File: src/rtl/dec_exec_pkg.sv
// Shared decode/execute packet definitions and buffer sizing limits.
package dec_exec_pkg;

    // Width of one decode-to-execute packet.
    localparam int unsigned DEC_EXEC_PKT_W = 8;

    // Legal entry-count range for dec_exec_buf.
    localparam int unsigned DEC_EXEC_BUF_MIN_DEPTH = 2;
    localparam int unsigned DEC_EXEC_BUF_MAX_DEPTH = 16;

    typedef logic [DEC_EXEC_PKT_W-1:0] dec_exec_pkt_t;

endpackage

File: src/rtl/dec_exec_buf_ptr.sv
// Modulo-DEPTH incrementing pointer with synchronous clear.
// DEPTH need not be a power of two; the pointer wraps from DEPTH-1 to 0.
module dec_exec_buf_ptr #(
    parameter int unsigned DEPTH = 2,
    localparam int unsigned PTR_W = (DEPTH > 1) ? $clog2(DEPTH) : 1
) (
    input  logic             clk,
    input  logic             resetn,
    input  logic             clr,
    input  logic             inc,
    output logic [PTR_W-1:0] ptr
);

    logic [PTR_W-1:0] ptr_q;
    logic [PTR_W-1:0] ptr_d;

    // Next pointer: clear wins over increment; wrap at the last entry.
    always_comb begin
        ptr_d = ptr_q;
        if (clr) begin
            ptr_d = '0;
        end else if (inc) begin
            if (ptr_q == PTR_W'(DEPTH - 1)) begin
                ptr_d = '0;
            end else begin
                ptr_d = ptr_q + 1'b1;
            end
        end
    end

    // Pointer state, asynchronously cleared.
    always_ff @(posedge clk or negedge resetn) begin
        if (!resetn) begin
            ptr_q <= '0;
        end else begin
            ptr_q <= ptr_d;
        end
    end

    assign ptr = ptr_q;

endmodule

File: src/rtl/dec_exec_buf.sv
// Decode-to-execute packet buffer: DEPTH-entry circular FIFO with valid/ready
// handshakes on both sides and a synchronous flush for branch redirects.
// Optional feature macro DEC_EXEC_BUF_BYPASS_EN: when the buffer is empty and
// the execute side is ready, the incoming packet is forwarded combinationally.
module dec_exec_buf
    import dec_exec_pkg::*;
#(
    parameter int unsigned DEPTH = 2,
    parameter int unsigned WIDTH = $bits(dec_exec_pkt_t),
    localparam int unsigned CNT_W = $clog2(DEPTH + 1),
    localparam int unsigned PTR_W = (DEPTH > 1) ? $clog2(DEPTH) : 1
) (
    input  logic             clk,
    input  logic             resetn,
    input  logic             in_vld,
    output logic             in_rdy,
    input  logic [WIDTH-1:0] in_pkt,
    output logic             out_vld,
    input  logic             out_rdy,
    output logic [WIDTH-1:0] out_pkt,
    input  logic             flush,
    output logic [CNT_W-1:0] count
);

    if (DEPTH < DEC_EXEC_BUF_MIN_DEPTH || DEPTH > DEC_EXEC_BUF_MAX_DEPTH) begin : g_bad_depth
        $error("dec_exec_buf: DEPTH %0d outside legal range 2..16", DEPTH);
    end

    logic [WIDTH-1:0] mem [DEPTH];
    logic [CNT_W-1:0] count_q;
    logic [CNT_W-1:0] count_d;
    logic [PTR_W-1:0] rd_ptr;
    logic [PTR_W-1:0] wr_ptr;
    logic             full;
    logic             empty;
    logic             bypass;
    logic             push;
    logic             pop;

    assign full  = (count_q == CNT_W'(DEPTH));
    assign empty = (count_q == '0);

    // Ready depends only on occupancy and flush, never on out_rdy or in_vld.
    assign in_rdy = !full && !flush;

`ifdef DEC_EXEC_BUF_BYPASS_EN
    // Empty buffer with a ready consumer: hand the packet straight through.
    assign bypass  = empty && in_vld && out_rdy && !flush;
    assign out_vld = (!empty || bypass) && !flush;
    assign out_pkt = bypass ? in_pkt : mem[rd_ptr];
`else
    assign bypass  = 1'b0;
    assign out_vld = !empty && !flush;
    assign out_pkt = mem[rd_ptr];
`endif

    // A bypassed packet is consumed in flight and never touches the storage.
    assign push = in_vld && in_rdy && !bypass;
    assign pop  = out_vld && out_rdy && !bypass;

    // Occupancy next state; simultaneous push and pop leave it unchanged.
    always_comb begin
        count_d = count_q;
        if (flush) begin
            count_d = '0;
        end else if (push && !pop) begin
            count_d = count_q + 1'b1;
        end else if (pop && !push) begin
            count_d = count_q - 1'b1;
        end
    end

    // Occupancy register, asynchronously cleared.
    always_ff @(posedge clk or negedge resetn) begin
        if (!resetn) begin
            count_q <= '0;
        end else begin
            count_q <= count_d;
        end
    end

    // Storage write; contents are intentionally not reset.
    always_ff @(posedge clk) begin
        if (push) begin
            mem[wr_ptr] <= in_pkt;
        end
    end

    dec_exec_buf_ptr #(
        .DEPTH (DEPTH)
    ) u_rd_ptr (
        .clk    (clk),
        .resetn (resetn),
        .clr    (flush),
        .inc    (pop),
        .ptr    (rd_ptr)
    );

    dec_exec_buf_ptr #(
        .DEPTH (DEPTH)
    ) u_wr_ptr (
        .clk    (clk),
        .resetn (resetn),
        .clr    (flush),
        .inc    (push),
        .ptr    (wr_ptr)
    );

    assign count = count_q;

endmodule

File: config.mk
export PLATFORM = sky130hd
export DESIGN_NAME = dec_exec_buf
export DESIGN_NICKNAME = d
export VERILOG_FILES = /design/src/rtl/dec_exec_pkg.sv /design/src/rtl/dec_exec_buf_ptr.sv /design/src/rtl/dec_exec_buf.sv
export SDC_FILE = /design/constraint.sdc
export NUM_CORES = 1
export LEC_CHECK = 0
export ABC_CLOCK_PERIOD_IN_PS = 2150
export CAP_MARGIN = 20
export CORE_MARGIN = 2
export CORE_UTILIZATION = 44
export DETAILED_ROUTE_END_ITERATION = 10
export GPL_TIMING_DRIVEN = 0
export PLACE_DENSITY = 0.76
export REMOVE_ABC_BUFFERS = 1
export SYNTH_ARGS = -nofsm -noshare
export SYNTH_HDL_FRONTEND = slang
export SYNTH_HIERARCHICAL = 1
export SYNTH_SLANG_ARGS = --single-unit
File: constraint.sdc
create_clock -name clk -period 2.15 [get_ports clk]
set_input_delay 0.645 -clock clk [delete_from_list [all_inputs] [get_ports clk]]
set_output_delay 0.645 -clock clk [all_outputs]
set_load 0.1 [all_outputs]
# Word level (Yosys, flattened, before mapping)

Memory sizes are Yosys's and may differ from the RTL's.
Index checks and enable logic that the tools add are counted.

Register bits after elaboration: 4
Latch bits: 0
RAM bits: 16
Memory bits (read-only): 0
Bits of input ports: 13
Word-level logic and storage cells: 35
Memories: 1

Add/sub/neg operators: 4
Multipliers: 0
Div/mod/pow operators: 0
$lt $le $gt $ge: 0
Equality and inequality tests: 1
Shift operators: 0
Muxes and demuxes: 11
Bitwise operators: 0
Reduce and logical (&&, ||, !) cells: 15

Memory list:

| memory | words | bits a word | read ports | clocked after Yosys merged registers in | wr ports | line               | source |
|---|---|---|---|---|---|---|---|
| mem    | 2     | 8           | 1          | 0                                       | 1        | dec_exec_buf.sv:29 | `logic [WIDTH-1:0] mem [DEPTH];` |

Operators with widths:

| cell                  | count |
|---|---|
| $mux W1               | 8 |
| $logic_and A1 B1 Y1   | 6 |
| $mux W2               | 3 |
| $logic_not A1 Y1      | 5 |
| $reduce_bool A2 Y1    | 2 |
| $reduce_bool A3 Y1    | 1 |
| $add A1 B1 Y1 const B | 2 |
| $add A2 B1 Y2 const B | 1 |
| $eq A2 B2 Y1 const B  | 1 |
| $logic_not A2 Y1      | 1 |
| $sub A2 B1 Y2 const B | 1 |

# Depth between registers and ports, before layout

Depth in word-level cells: 9
Depth in mapped cells: 4
Depth with buffers taken out: 4

# Cells and area by module

Netlist, hierarchy kept.

Modules (own cells, without submodules):

| module           | instances | cells an instance | area an instance (um^2) |
|---|---|---|---|
| dec_exec_buf     | 1         | 46                | 739.5 |
| dec_exec_buf_ptr | 2         | 3                 | 37.5 |

# Worst setup path after synthesis

Ideal clock, no wire load.

Path type: register to output
Start: reg count_q[0], in the netlist count[0]
End: out in_rdy
Arrival: 2.413 ns
Required time: 1.505 ns
Setup slack: -0.908 ns
Stages on the path, launching flop included: 3
Buffers on the path: 0
Cells stage by stage: dfrtp_1 > nor2b_2 > nor2_1

Word-level cells in the longest chain between the ends: 3

Ends and longest elaborated chain:

| element                | line               | source |
|---|---|---|
| start, declared        | dec_exec_buf.sv:30 | `logic [CNT_W-1:0] count_q;` |
| start signal, assigned | dec_exec_buf.sv:78 | `count_q <= count_d;` |
| $eq A2 B2 Y1           | dec_exec_buf.sv:40 | `assign full = (count_q == CNT_W'(DEPTH));` |
| $logic_not A1 Y1       | dec_exec_buf.sv:44 | `assign in_rdy = !full && !flush;` |
| $logic_and A1 B1 Y1    | dec_exec_buf.sv:44 |  |
| end, declared          | dec_exec_buf.sv:16 | `output logic in_rdy,` |

No other way between the ends.

# Final worst setup path

Start: reg u_rd_ptr.ptr_q, in the netlist u_rd_ptr/ptr
End: out out_pkt[0]

Word-level cells in the longest chain between the ends: 1

Ends and longest elaborated chain:

| element                | line                   | source |
|---|---|---|
| start, declared        | dec_exec_buf_ptr.sv:14 | `logic [PTR_W-1:0] ptr_q;` |
| start signal, assigned | dec_exec_buf_ptr.sv:36 | `ptr_q <= ptr_d;` |
| $mem_v2 Z2 W8          | n/a                    |  |
| end, declared          | dec_exec_buf.sv:20     | `output logic [WIDTH-1:0] out_pkt,` |

No other way between the ends.

==> impl_metrics.yaml <==
status:
  outcome: "finished, final reports clean"
floorplan:
  dieArea_um2: 2210
  die_y_um: 47.0
  die_w_um: 47.0
  io_pins: 25
  initial_utilization_pct: 47.2
  row_count: 15
  core-area_um2: 1730
finish:
  drive_gt1_share_pct: 35.4
  syn_to_final_growth_pct: 37.2
  diodes: 0
  multi_input_area_um2: 236
  fill_cells: 146
  nets: 93
  seq_area_um2: 582
routing:
  drt-pass1-iter-count: 3
  first_iter_violations: 3
  final_antenna_net_count: 0
  routed_via_density: 5.05
  num_vias: 525
  route.detailed.drc: 0
  wl_mm: 1.34
  routedWlPerCell_um: 12.9
worst_setup_path:
  startpoint_type: "register"
  critPathRequiredTime_ps: 1500
  reg2reg_setup_slack_ps: 580
  path_class: "register to output port"
  r2r_start: "count[1]"
  end_kind: "output port"
  path_max_fanout: 9
  worstReg2RegEnd: "mem[1][3]"
  worst_r2r_path_depth: 3
  cp.arrival_ps: 1430
clock_network:
  cts_tree: "yes"
  h-tree-depth: 1
  cts_made_buffers: 3
  clkTransAtPathRegs_ps: 100
  clock_tree.buffer_depth: 2
  clk_latency_ps: 290
  cts-hold-fix-buffers: 0
  cts_sinks: 20
  root_buffer: "clkbuf_4"
grt:
  antenna_found_initial: 0
  first_global_vias: 507
  grt_first_pass_wirelength_mm: 2.11
  grt_usage_pct: 14.1
  grt.overflow.total: 0
  grt_max_degree: 12
timing:
  worst_pin_slew_ps: 597
  timing_hold_violations_final: 0
  holdWs_ps: 548
  fin_tns_setup_ps: 0
  slew_viol_final: 0
  max_freq_ghz: 0.481
  post-route-period-util_pct: 96.7
  min_period_ps: 2080
  slew_headroom_pct: 59.9
  rsz0062_at_grt: "false"
  skew_ps: 1.28
  finalSetupViolCount: 0
yosys:
  synth_edf_count: 16
  avgSynthCellArea_um2: 15.7
  synth_top_area_share_pct: 59.0
  synth_area_leaders: "edfxtp_1, dfrtp_1, mux2_2, nor2_1, xnor2_1"
  synthTopCellsByCount: "edfxtp_1, mux2_2, nor2_1"
  synthArstFlopShare_pct: 20.0
  yosysUniqueCellTypes: 18
  synth-warning-count: 6
  yosys.area.top_type: "edfxtp_1"
  ys_seq_area_share_pct: 71.3
  netlist_area_um2: 815
  postSynthCellCount: 52
  ys_ff_latch: 20
  ys.flop_type: "edfxtp_1"
  synth.most_common_cell: "edfxtp_1"
placed_design:
  gp_congestion: 0.638
  port-buffer-count: 24
  place_hpwl_um: 965
power:
  pwr-share-clk_pct: 24.0
  netSwitchingFraction_pct: 30.8
  powerDensity_nw_per_um2: 775
  power.switching_mw: 0.267
  ir_drop_uv: 513
  power_frac_comb_pct: 24.3
  p_leak_nw: 0.400
  seq_power_share_pct: 51.7
  p_int_mw: 0.599
worst_hold_path:
  hold_class: "input pin to async pin"
flow_run:
  drv_cap: 0
## layout by cell type (no fill, tap or decap)
master	n
edfxtp_1	16
clkdlybuf4s50_1	11
clkbuf_4	10
mux2_2	8
nor2_1	6
a21oi_1	3
dfrtp_1	3
inv_1	2
clkdlybuf4s15_2	2
buf_6	2
xnor2_1	2
nor3_1	1
nor2b_2	1
nor3_2	1
and2_1	1
nor4_4	1
o211ai_1	1
a32oi_1	1
mux2i_1	1
or2_0	1
nor3b_1	1
clkbuf_8	1
dlygate4sd2_1	1
buf_4	1
dfrtp_2	1
## power groups by stage
stage / logic (mW) / registers, mW / clock network (mW)
after global placement: 0.210 / 0.455 / 0
after global routing: 0.219 / 0.450 / 0.234
after floorplan: 0.133 / 0.469 / 0
final: 0.210 / 0.448 / 0.208
after CTS: 0.206 / 0.448 / 0.217
after detailed placement: 0.214 / 0.456 / 0
## state kept, by name (all words and copies together) (netlist names)
name	cells
count	2
u_wr_ptr/ptr	1
u_rd_ptr/ptr	1
mem	16
## cells by family (layout without fill, tap and decap cells)
logic type             count (synthesis)  count (layout)  share of synthesized area [%]
flip-flops                            20              20                           71.3
AND/OR/NAND/NOR                       13              13                           8.91
multiplexers                           9               9                           12.3
AO/OA/AOI/OAI                          5               5                           3.84
buffers and inverters                  3              30                           1.54
XOR/XNOR                               2               2                           2.15
## worst max-delay path by stage
stage | startpoint | endpoint | slack [ps]
final | u_rd_ptr/ptr | out_pkt[0] | 70
after global routing | u_rd_ptr/ptr | out_pkt[5] | 5
after CTS | u_rd_ptr/ptr | out_pkt[1] | 9
after floorplan | count[0] | in_rdy | -910
after global placement | flush | in_rdy | -1010
after detailed placement | flush | out_vld | -1020
## cell type report
type,instances,share of cell area [%]
Sequential cell,20,52.1
Multi-Input combinational cell,29,21.2
Timing Repair Buffer,24,20.0
Clock buffer,4,3.25
Tap cell,25,2.80
Inverter,2,0.672
## routing by layer
| layer | share of wire [%] | GRT usage [%] | wire length (um) |
|---|---|---|---|
| met1 | 42 | 16.8 | 566 |
| met2 | 51 | 23.6 | 684 |
| met3 | 5.9 | 3.46 | 79 |
| met5 | 0 | 0 | 0 |
| met4 | 0.60 | 7.78 | 8 |
## through the flow
step           power, mW  std cells  util [%]  instance area [um^2]  setup slack [ps]
6_report           0.866        104      64.7                  1120              70.3
5_1_grt            0.903        104      64.7                  1120              5.12
4_1_cts            0.871        104      63.6                  1100              8.67
3_5_place_dp       0.669        100      63.0                  1090             -1020
3_3_place_gp       0.665        100      62.6                  1080             -1010
2_1_floorplan      0.602         51         -                   810              -908
## critical path, cell delays in order (launching register included)
cell      delay [ps]
dfrtp_2          500
mux2_2           360
clkbuf_4         280
## repair_timing
item / CTS / global route
gates resized for setup: 63 / 9
buffers inserted: 0 / 0
setup endpoints to repair: 20 / 8
Power figures use the tool's default switching activity.
